File: src/rtl/wb_master_pkg.sv
// -----------------------------------------------------------------------------
// wb_master_pkg
// Shared definitions for the Wishbone command master:
//   - wb_state_t : master FSM state encoding (IDLE -> BUS -> RSP -> IDLE)
//   - CMD_W      : width of one command FIFO entry {we, adr, dat, sel}
//   - CMD_*      : bit offsets of each field inside a FIFO entry
// -----------------------------------------------------------------------------
package wb_master_pkg;

    typedef enum logic [1:0] {
        ST_IDLE = 2'd0,
        ST_BUS  = 2'd1,
        ST_RSP  = 2'd2
    } wb_state_t;

    // Entry layout, MSB first: we(1) | adr(32) | dat(32) | sel(4)
    localparam int CMD_W       = 69;
    localparam int CMD_SEL_LSB = 0;
    localparam int CMD_DAT_LSB = 4;
    localparam int CMD_ADR_LSB = 36;
    localparam int CMD_WE_BIT  = 68;

endpackage

File: src/rtl/wb_cmd_fifo.sv
// -----------------------------------------------------------------------------
// wb_cmd_fifo
// Synchronous command FIFO, power-of-two depth, pointers wrap naturally.
// Ports:
//   clk, rst      : clock, asynchronous active-high reset
//   push_i        : write request (accepted only while ready_o is high)
//   wr_data_i     : entry to write
//   pop_i         : read request (ignored while empty)
//   rd_data_o     : entry at the head of the FIFO
//   ready_o       : registered "not full"; low during reset, so a push is
//                   refused when full even if a pop happens in the same cycle
//   empty_o       : FIFO holds no entries
// -----------------------------------------------------------------------------
module wb_cmd_fifo
    import wb_master_pkg::*;
#(
    parameter int DEPTH = 4,
    parameter int WIDTH = CMD_W
) (
    input  logic             clk,
    input  logic             rst,
    input  logic             push_i,
    input  logic [WIDTH-1:0] wr_data_i,
    input  logic             pop_i,
    output logic [WIDTH-1:0] rd_data_o,
    output logic             ready_o,
    output logic             empty_o
);

    localparam int PW = (DEPTH > 1) ? $clog2(DEPTH) : 1;
    localparam int CW = PW + 1;

    logic [WIDTH-1:0] mem_q [DEPTH];
    logic [WIDTH-1:0] mem_d [DEPTH];
    logic [PW-1:0]    wptr_q, wptr_d;
    logic [PW-1:0]    rptr_q, rptr_d;
    logic [CW-1:0]    count_q, count_d;
    logic             ready_q, ready_d;
    logic             push_acc_s;
    logic             pop_acc_s;

    assign push_acc_s = push_i & ready_q;
    assign pop_acc_s  = pop_i & (count_q != {CW{1'b0}});

    // Next-state for storage, pointers, occupancy and the registered ready flag
    always_comb begin
        mem_d   = mem_q;
        wptr_d  = wptr_q;
        rptr_d  = rptr_q;
        count_d = count_q;
        if (push_acc_s) begin
            mem_d[wptr_q] = wr_data_i;
            wptr_d        = wptr_q + PW'(1'b1);
        end else begin
            wptr_d = wptr_q;
        end
        if (pop_acc_s) begin
            rptr_d = rptr_q + PW'(1'b1);
        end else begin
            rptr_d = rptr_q;
        end
        case ({push_acc_s, pop_acc_s})
            2'b10:   count_d = count_q + CW'(1'b1);
            2'b01:   count_d = count_q - CW'(1'b1);
            default: count_d = count_q;
        endcase
        ready_d = (count_d != CW'(DEPTH));
    end

    // FIFO state registers
    always_ff @(posedge clk or posedge rst) begin
        if (rst) begin
            for (int i = 0; i < DEPTH; i++) begin
                mem_q[i] <= {WIDTH{1'b0}};
            end
            wptr_q  <= {PW{1'b0}};
            rptr_q  <= {PW{1'b0}};
            count_q <= {CW{1'b0}};
            ready_q <= 1'b0;
        end else begin
            mem_q   <= mem_d;
            wptr_q  <= wptr_d;
            rptr_q  <= rptr_d;
            count_q <= count_d;
            ready_q <= ready_d;
        end
    end

    assign rd_data_o = mem_q[rptr_q];
    assign ready_o   = ready_q;
    assign empty_o   = (count_q == {CW{1'b0}});

endmodule

File: src/rtl/wb_cmd_master.sv
// -----------------------------------------------------------------------------
// wb_cmd_master
// Wishbone classic single-cycle initiator fed by a command FIFO. One
// transaction outstanding at a time; each ends with a one-cycle response.
// Parameters:
//   FIFO_DEPTH     : command FIFO entries (power of two, 2..16)
//   TIMEOUT_CYCLES : BUS cycles before abort (only with WB_MASTER_TIMEOUT_EN)
// Build option:
//   WB_MASTER_TIMEOUT_EN : when defined, a transaction with no ack/err after
//                          TIMEOUT_CYCLES bus cycles ends as an error;
//                          otherwise BUS waits indefinitely.
// Ports:
//   wb_clk_i, wb_rst_i          : clock, asynchronous active-high reset
//   cmd_valid_i / cmd_ready_o   : command handshake
//   cmd_we_i, cmd_adr_i, cmd_dat_i, cmd_sel_i : command fields
//   rsp_valid_o, rsp_dat_o, rsp_err_o         : one-cycle response
//   wb_cyc_o, wb_stb_o, wb_we_o, wb_adr_o, wb_dat_o, wb_sel_o : bus outputs
//   wb_dat_i, wb_ack_i, wb_err_i              : bus inputs
// -----------------------------------------------------------------------------
module wb_cmd_master
    import wb_master_pkg::*;
#(
    parameter int FIFO_DEPTH     = 4,
    parameter int TIMEOUT_CYCLES = 255
) (
    input  logic        wb_clk_i,
    input  logic        wb_rst_i,
    input  logic        cmd_valid_i,
    output logic        cmd_ready_o,
    input  logic        cmd_we_i,
    input  logic [31:0] cmd_adr_i,
    input  logic [31:0] cmd_dat_i,
    input  logic [3:0]  cmd_sel_i,
    output logic        rsp_valid_o,
    output logic [31:0] rsp_dat_o,
    output logic        rsp_err_o,
    output logic        wb_cyc_o,
    output logic        wb_stb_o,
    output logic        wb_we_o,
    output logic [31:0] wb_adr_o,
    output logic [31:0] wb_dat_o,
    output logic [3:0]  wb_sel_o,
    input  logic [31:0] wb_dat_i,
    input  logic        wb_ack_i,
    input  logic        wb_err_i
);

    if ((FIFO_DEPTH < 2) || (FIFO_DEPTH > 16) || ((FIFO_DEPTH & (FIFO_DEPTH - 1)) != 0)) begin : g_bad_depth
        $error("wb_cmd_master: FIFO_DEPTH must be a power of two in 2..16");
    end
    if ((TIMEOUT_CYCLES < 1) || (TIMEOUT_CYCLES > 65535)) begin : g_bad_timeout
        $error("wb_cmd_master: TIMEOUT_CYCLES must be in 1..65535");
    end

    wb_state_t      state_q, state_d;
    logic           cyc_q, cyc_d;
    logic           we_q, we_d;
    logic [31:0]    adr_q, adr_d;
    logic [31:0]    dat_q, dat_d;
    logic [3:0]     sel_q, sel_d;
    logic           rsp_valid_q, rsp_valid_d;
    logic           rsp_err_q, rsp_err_d;
    logic [31:0]    rsp_dat_q, rsp_dat_d;
    logic           pop_s;
    logic           fifo_empty_s;
    logic [CMD_W-1:0] fifo_head_s;
`ifdef WB_MASTER_TIMEOUT_EN
    localparam logic [15:0] TMO_LAST = 16'(TIMEOUT_CYCLES - 1);
    logic [15:0]    tmo_cnt_q, tmo_cnt_d;
`endif

    wb_cmd_fifo #(
        .DEPTH (FIFO_DEPTH),
        .WIDTH (CMD_W)
    ) u_fifo (
        .clk       (wb_clk_i),
        .rst       (wb_rst_i),
        .push_i    (cmd_valid_i),
        .wr_data_i ({cmd_we_i, cmd_adr_i, cmd_dat_i, cmd_sel_i}),
        .pop_i     (pop_s),
        .rd_data_o (fifo_head_s),
        .ready_o   (cmd_ready_o),
        .empty_o   (fifo_empty_s)
    );

    // FSM next-state and registered bus/response outputs
    always_comb begin
        state_d     = state_q;
        cyc_d       = cyc_q;
        we_d        = we_q;
        adr_d       = adr_q;
        dat_d       = dat_q;
        sel_d       = sel_q;
        rsp_valid_d = 1'b0;
        rsp_err_d   = 1'b0;
        rsp_dat_d   = 32'h0000_0000;
        pop_s       = 1'b0;
`ifdef WB_MASTER_TIMEOUT_EN
        tmo_cnt_d   = tmo_cnt_q;
`endif
        case (state_q)
            ST_IDLE: begin
                if (!fifo_empty_s) begin
                    pop_s   = 1'b1;
                    state_d = ST_BUS;
                    cyc_d   = 1'b1;
                    we_d    = fifo_head_s[CMD_WE_BIT];
                    adr_d   = fifo_head_s[CMD_ADR_LSB +: 32];
                    dat_d   = fifo_head_s[CMD_DAT_LSB +: 32];
                    sel_d   = fifo_head_s[CMD_SEL_LSB +: 4];
`ifdef WB_MASTER_TIMEOUT_EN
                    tmo_cnt_d = 16'h0000;
`endif
                end else begin
                    state_d = ST_IDLE;
                end
            end
            ST_BUS: begin
                // err wins over ack; read data is only returned on a clean read ack
                if (wb_ack_i || wb_err_i) begin
                    state_d     = ST_RSP;
                    cyc_d       = 1'b0;
                    rsp_valid_d = 1'b1;
                    rsp_err_d   = wb_err_i;
                    rsp_dat_d   = (wb_err_i || we_q) ? 32'h0000_0000 : wb_dat_i;
                end
`ifdef WB_MASTER_TIMEOUT_EN
                else if (tmo_cnt_q == TMO_LAST) begin
                    state_d     = ST_RSP;
                    cyc_d       = 1'b0;
                    rsp_valid_d = 1'b1;
                    rsp_err_d   = 1'b1;
                end else begin
                    tmo_cnt_d = tmo_cnt_q + 16'h0001;
                end
`else
                else begin
                    state_d = ST_BUS;
                end
`endif
            end
            ST_RSP: begin
                // Response lasts one cycle; cyc is already low, guaranteeing the idle gap
                state_d = ST_IDLE;
            end
            default: begin
                state_d = ST_IDLE;
                cyc_d   = 1'b0;
            end
        endcase
    end

    // State and output registers; reset clears the bus and abandons any transaction
    always_ff @(posedge wb_clk_i or posedge wb_rst_i) begin
        if (wb_rst_i) begin
            state_q     <= ST_IDLE;
            cyc_q       <= 1'b0;
            we_q        <= 1'b0;
            adr_q       <= 32'h0000_0000;
            dat_q       <= 32'h0000_0000;
            sel_q       <= 4'h0;
            rsp_valid_q <= 1'b0;
            rsp_err_q   <= 1'b0;
            rsp_dat_q   <= 32'h0000_0000;
`ifdef WB_MASTER_TIMEOUT_EN
            tmo_cnt_q   <= 16'h0000;
`endif
        end else begin
            state_q     <= state_d;
            cyc_q       <= cyc_d;
            we_q        <= we_d;
            adr_q       <= adr_d;
            dat_q       <= dat_d;
            sel_q       <= sel_d;
            rsp_valid_q <= rsp_valid_d;
            rsp_err_q   <= rsp_err_d;
            rsp_dat_q   <= rsp_dat_d;
`ifdef WB_MASTER_TIMEOUT_EN
            tmo_cnt_q   <= tmo_cnt_d;
`endif
        end
    end

    assign wb_cyc_o    = cyc_q;
    assign wb_stb_o    = cyc_q;
    assign wb_we_o     = we_q;
    assign wb_adr_o    = adr_q;
    assign wb_dat_o    = dat_q;
    assign wb_sel_o    = sel_q;
    assign rsp_valid_o = rsp_valid_q;
    assign rsp_err_o   = rsp_err_q;
    assign rsp_dat_o   = rsp_dat_q;

endmodule
File: config.mk
export PLATFORM = sky130hd
export DESIGN_NAME = wb_cmd_master
export DESIGN_NICKNAME = d
export VERILOG_FILES = /design/src/rtl/wb_master_pkg.sv /design/src/rtl/wb_cmd_fifo.sv /design/src/rtl/wb_cmd_master.sv
export SDC_FILE = /design/constraint.sdc
export NUM_CORES = 1
export LEC_CHECK = 0
export ABC_AREA = 1
export BUFFER_PORTS_ARGS = -buffer_cell sky130_fd_sc_hd__buf_2
export CORE_UTILIZATION = 58
export CTS_CLUSTER_SIZE = 30
export DETAILED_ROUTE_END_ITERATION = 8
export PLACE_DENSITY_LB_ADDON = 0.05
export SLEW_MARGIN = 25
export SYNTH_ARGS = -nofsm -noshare
export SYNTH_HDL_FRONTEND = slang
export SYNTH_SLANG_ARGS = --single-unit
export TNS_END_PERCENT = 20
File: constraint.sdc
create_clock -name wb_clk_i -period 15.2 [get_ports wb_clk_i]
set_clock_uncertainty 0.05 [all_clocks]
set_input_delay 3.04 -clock wb_clk_i [delete_from_list [all_inputs] [get_ports wb_clk_i]]
set_output_delay 3.04 -clock wb_clk_i [all_outputs]
set_load 0.02 [all_outputs]
* Word level (Yosys, flattened, before mapping)
Cells that the tools add are included.
Word-level totals: register bits after elaboration 390, latch bits 0, bits in writable memories 0, memory bits (read-only) 0, input port bits 106, output and inout port bits 106, word-level logic and storage cells 67, memories kept 0
Cells by class: add/sub/neg operators 4, multiply operators 0, div/mod/pow operators 0, order comparisons 3, eq/ne operators 7, shift operators 0, muxes and demuxes 22, bitwise logic cells 6, reductions and logical operators 8
Operator list (count):
- $bwmux W276 | 1
- $mux W69 | 3
- $bmux W69 S2 | 1
- $demux W69 S2 | 1
- $mux W32 | 3
- $mux W1 | 9
- $ge A3 B3 Y1 const B | 2
- $not A2 Y3 | 2
- $pmux W3 S2 | 1
- $add A2 B1 Y2 const B | 2
- $eq A2 B1 Y1 const B | 2
- $eq A2 B2 Y1 const B | 2
- $ne A2 B2 Y1 const B | 2
- $pmux W2 S2 | 1
- $add A3 B1 Y3 const B | 1
- $logic_not A3 Y1 | 1
- $lt A3 B1 Y1 const B | 1
- $ne A3 B3 Y1 const B | 1
- $pmux W1 S3 | 1
- $reduce_and A3 Y1 | 1
- $reduce_bool A3 Y1 | 1
- $sub A3 B1 Y3 const B | 1
- $and A1 B1 Y1 | 2
- $logic_not A2 Y1 | 1
- other kinds (5) | 7

* Longest topological paths before layout
word-level depth 7, gate-level depth with buffers 14, depth with buffers taken out 13

* Hierarchy
From an unflattened synthesis, not the netlist that was laid out.
Unflattened totals: cells, all modules 1819, area total of the unflattened synthesis 16612.2 µm²
Modules (own cells, without submodules):
- wb_cmd_fifo | times used 1, cells each 1400, area an instance 12493.2 µm², seq. area each 7106.8 µm²
- wb_cmd_master | times used 1, cells each 419, area an instance 4119.0 µm², seq. area each 2627.5 µm²

* Worst setup path after synthesis
No wires, ideal clock.
kind input to register, start input cmd_valid_i, end register u_fifo.ready_q (netlist: u_fifo.ready_o), setup time 0.118 ns, data arrival time 4.057 ns, data required time 15.032 ns, setup slack 10.975 ns, stages 7, buffers on the path 0, cell sequence nand2_2 > ha_1 > inv_1 > fa_1 > o21ai_0 > nor2_1 > nand2_1
On the way: cells in the longest elaborated chain, start to end 4, elaborated cells between the ends (all ways) 5, those cells by class eq/ne (3); mux (1); bitwise (1)
Ends and longest elaborated chain:
- start: declaration | RTL line wb_cmd_master.sv:28 | input logic cmd_valid_i,
- $and A1 B1 Y1 (*) | RTL line wb_cmd_fifo.sv:42 | assign push_acc_s = push_i & ready_q;
- $eq A2 B1 Y1 / $eq A2 B2 Y1 (equally long branches) | RTL line wb_cmd_fifo.sv:62 | case ({push_acc_s, pop_acc_s})
- $pmux W3 S2 (*) | RTL line wb_cmd_fifo.sv:62
- net u_fifo.count_d[1] | RTL line wb_cmd_fifo.sv:37 | logic [CW-1:0] count_q, count_d;
- $ne A3 B3 Y1 (*) | RTL line wb_cmd_fifo.sv:67 | ready_d = (count_d != CW'(DEPTH));
- net u_fifo.ready_d | RTL line wb_cmd_fifo.sv:38 | logic ready_q, ready_d;
- end signal: assignment | RTL line wb_cmd_fifo.sv:85 | ready_q <= ready_d;
- end: declaration | RTL line wb_cmd_fifo.sv:38
The timed path passes the listed nets; every way through them passes the cells marked *. A chain may end at the register's enable or synchronous reset.

* Worst setup path in the final report
start input cmd_valid_i, end register u_fifo.mem_q[24] (netlist bit)
On the way: cells in the longest elaborated chain, start to end 1
Ends and longest elaborated chain:
- $and A1 B1 Y1 | RTL line wb_cmd_fifo.sv:42
- end signal: indexed assignment | RTL line wb_cmd_fifo.sv:74 | mem_q[i] <= {WIDTH{1'b0}};
- end signal: assignment | RTL line wb_cmd_fifo.sv:81 | mem_q <= mem_d;
- end: declaration | RTL line wb_cmd_fifo.sv:33 | logic [WIDTH-1:0] mem_q [DEPTH];
No other way between the ends.

==> summary.md <==
| Metric | Value |
|---|---|
| Status | finished clean |
| Antenna Violating Nets Remaining | 0 |
| Dpl cell area | 18,500 sq um |
| Final worst slack | about 11,000 ps |
| Worst Setup SP | cmd_valid_i |
| Via density | ~5.0 |
| Final core occ | 66.9% |
| Hold Path Class | reg2reg |
| P_sw | 1.84 mW |
| Number of global-route vias before repair | 13,600 |
| Total power | 4.51 mW |
| Synth top area share | 55.1% |
| Max Slew Vio Count | 0 |
| GP Congestion | 0.758 |
| Largest net degree at the start of global routing | about 190 |
| Final setup fails | 0 |
| Synthesized Nets | 2,341 |
| Drt wl/cell | 14.2 microns |
| Port-buffer cells | 211 |
| Avg Inst Size Synth | 7.94 sq um |
| Num CTS Buffers | 41 |
| Reg clk slew, reported paths | 60 ps |
| RSZ-0062 raised after global routing | false |
| DRC | 0 |
| CTS tree | yes |
| Grt ovf | 0 |
| Worst vdd ir | 0.135 mV |
| Number of setup buffers added after CTS | 0 |
| Max-Cap Viols | 0 |
| Worst endpoint required time | about 16,000 ps |
| Hold slack | between 400 and 500 ps |
| Antenna violations before repair | 0 |
| Power Internal | 2.67 mW |
| Site Rows | 63 |
| Synth cell types | 23 |
| CP Launch Type | primary input |
| Final setup TNS | 0 ps |
| Sink Count | 390 |
| Antenna diodes | 0 |
| Root buf cell | clkbuf_16 |
| CTS Hold Bufs | 0 |
| Crit path kind | in2reg |
| Cts repair resizes | 0 |
| Nets | 2,479 |
| Final worst path period share | between 20% and 30% |
| Die area | 31,200 sq um |
| Commonest cells after routing, fill and taps aside | nand2_1 (837), inv_1 (391), dfrtp_1 (388), buf_2 (211), o21ai_1 (160) |
| Share of power burned in registers | 38.9% |
| Crit end category | flip-flop |
| Layout area overhead | 12.6% |
| Core area | 29,800 sq um |
| Starting Density | 59.4% |
| Mapped Cells | 2,229 |
| FF+latch count, synth | 390 |
| Clk_lat worst skew | 530 ps |
| Dpl cells | approximately 2,700 |
| Top post-synthesis cells by area | dfrtp_1 (55%), nand2_1 (18%), inv_1 (8.3%) |
| PwrDens | between 200 and 250 nW/um^2 |
| Commonest non-fill, non-tap cell in the layout | nand2_1 |
| Combinational share of power | 39.2% |
| Design area | around 20,000 sq um |
| Worst reg2reg path startpoint | u_fifo.rptr_q[0] |
| DRC marker count from the first detailed-route iteration | 1,044 |
| Pleak | 11.4 nW |
| Tmin final | 4450 ps |
| Total track usage | 26.6% |
| Post-synthesis sequential area ratio | 55.1% |
| Clock Power Share | about 22% |
| HPWL after detailed placement | 23,000 microns |
| Layout cells sized above 1 | 12.6% |
| Net Sw Frac | roughly two fifths |
| Fmax | 225 MHz |
| Clock buffer depth | 3 |
| Min-delay src | wb_dat_o[23] |
| Die W | 177 microns |
| Mapped cell area | roughly 18,000 sq um |
| I/O pin count | approximately 210 |
| Non-filler cells in the finished layout | 2,787 |
| Yosys warning total | 0 |
| Worst-path fanout max | 82 |
| Chip Height | approximately 180 microns |
| First-pass GRT wire length | about 67,000 microns |
| DP Worst Slack | 10,150 ps |
| Worst EP arrival | 4760 ps |
| H-tree levels | 2 |
| Post-Route WL | slightly below 40,000 microns |
| Max transition margin | 37.1% |
| Endpoints failing hold | 0 |
| Least-Margin Pin Slew | 943 ps |
| Yosys top cell by area | dfrtp_1 |
| TritonRoute pass-1 iters | 6 |
| DR vias | 13,900 |
-- cell type report --
type	instances	area, sq um
clock inverter	11	109
fill	2549	9860
inverter	396	1500
multi-input combinational	1314	5630
clock buffer	62	1240
timing repair buffer	224	1200
tap	390	488
sequential	390	9760
-- synth_stat cells, drive strengths merged --
cell	number
nand2	843
inv	396
dfrtp	390
o21ai	281
nand3	141
buf	120
nor3	32
clkbuf	9
ha	5
nor2	4
xnor2	2
xor2	2
a21boi	1
fa	1
nand4	1
or2	1
-- power groups by stage --
stage | clock network (mW) | logic [mW] | registers (mW)
detailed placement | 0 | 1.77 | 1.76
floorplan | 0 | 1.33 | 1.80
CTS | 1.01 | 1.79 | 1.75
global route | 1.05 | 2.06 | 1.80
global placement | 0 | 1.72 | 1.74
finish | 0.991 | 1.77 | 1.75
-- state kept, by name (all words and copies together) (netlist names) --
name	flops
u_fifo.mem_q	276
u_fifo.wptr_q	2
wb_we_o	1
rsp_err_o	1
wb_cyc_o	1
wb_sel_o	4
wb_adr_o	32
wb_dat_o	32
state_q	2
u_fifo.count_q	3
u_fifo.ready_o	1
rsp_valid_o	1
u_fifo.rptr_q	2
rsp_dat_o	32
-- final timing paths --
check                      cells after the start                to  slack, ps
setup / recovery                               6  u_fifo.mem_q[24]      10750
hold / removal                                 2      wb_dat_o[23]        420
setup reg to reg                               7      wb_adr_o[27]      12480
hold reg to reg                                2      wb_dat_o[23]        420
max in group asynchronous                      4  u_fifo.rptr_q[0]      10900
min in group asynchronous                      2      wb_dat_o[27]       2620
-- kinds of logic after synthesis --
logic type,share of synthesized area [%]
compound gates,7.99
xor+xnor,0.198
fa+ha+maj,0.467
buf+inv,13.2
flops,55.1
simple gates,23.0
-- critical path, stage by stage --
cell	delay [ps]
buf_2	100
nand2_2	110
inv_4	80
nand2_4	440
buf_4	770
o21ai_0	210
-- layer usage --
layer | track usage (%) | vias up | share of wire (%)
li1 | - | 6995 | -
met1 | 36.8 | 6542 | 46
met2 | 44.8 | 347 | 47
met3 | 3.29 | 60 | 4.8
met4 | 6.21 | 0 | 1.9
met5 | 0 | - | 0
Note: power is estimated with default switching activity, not from simulation.
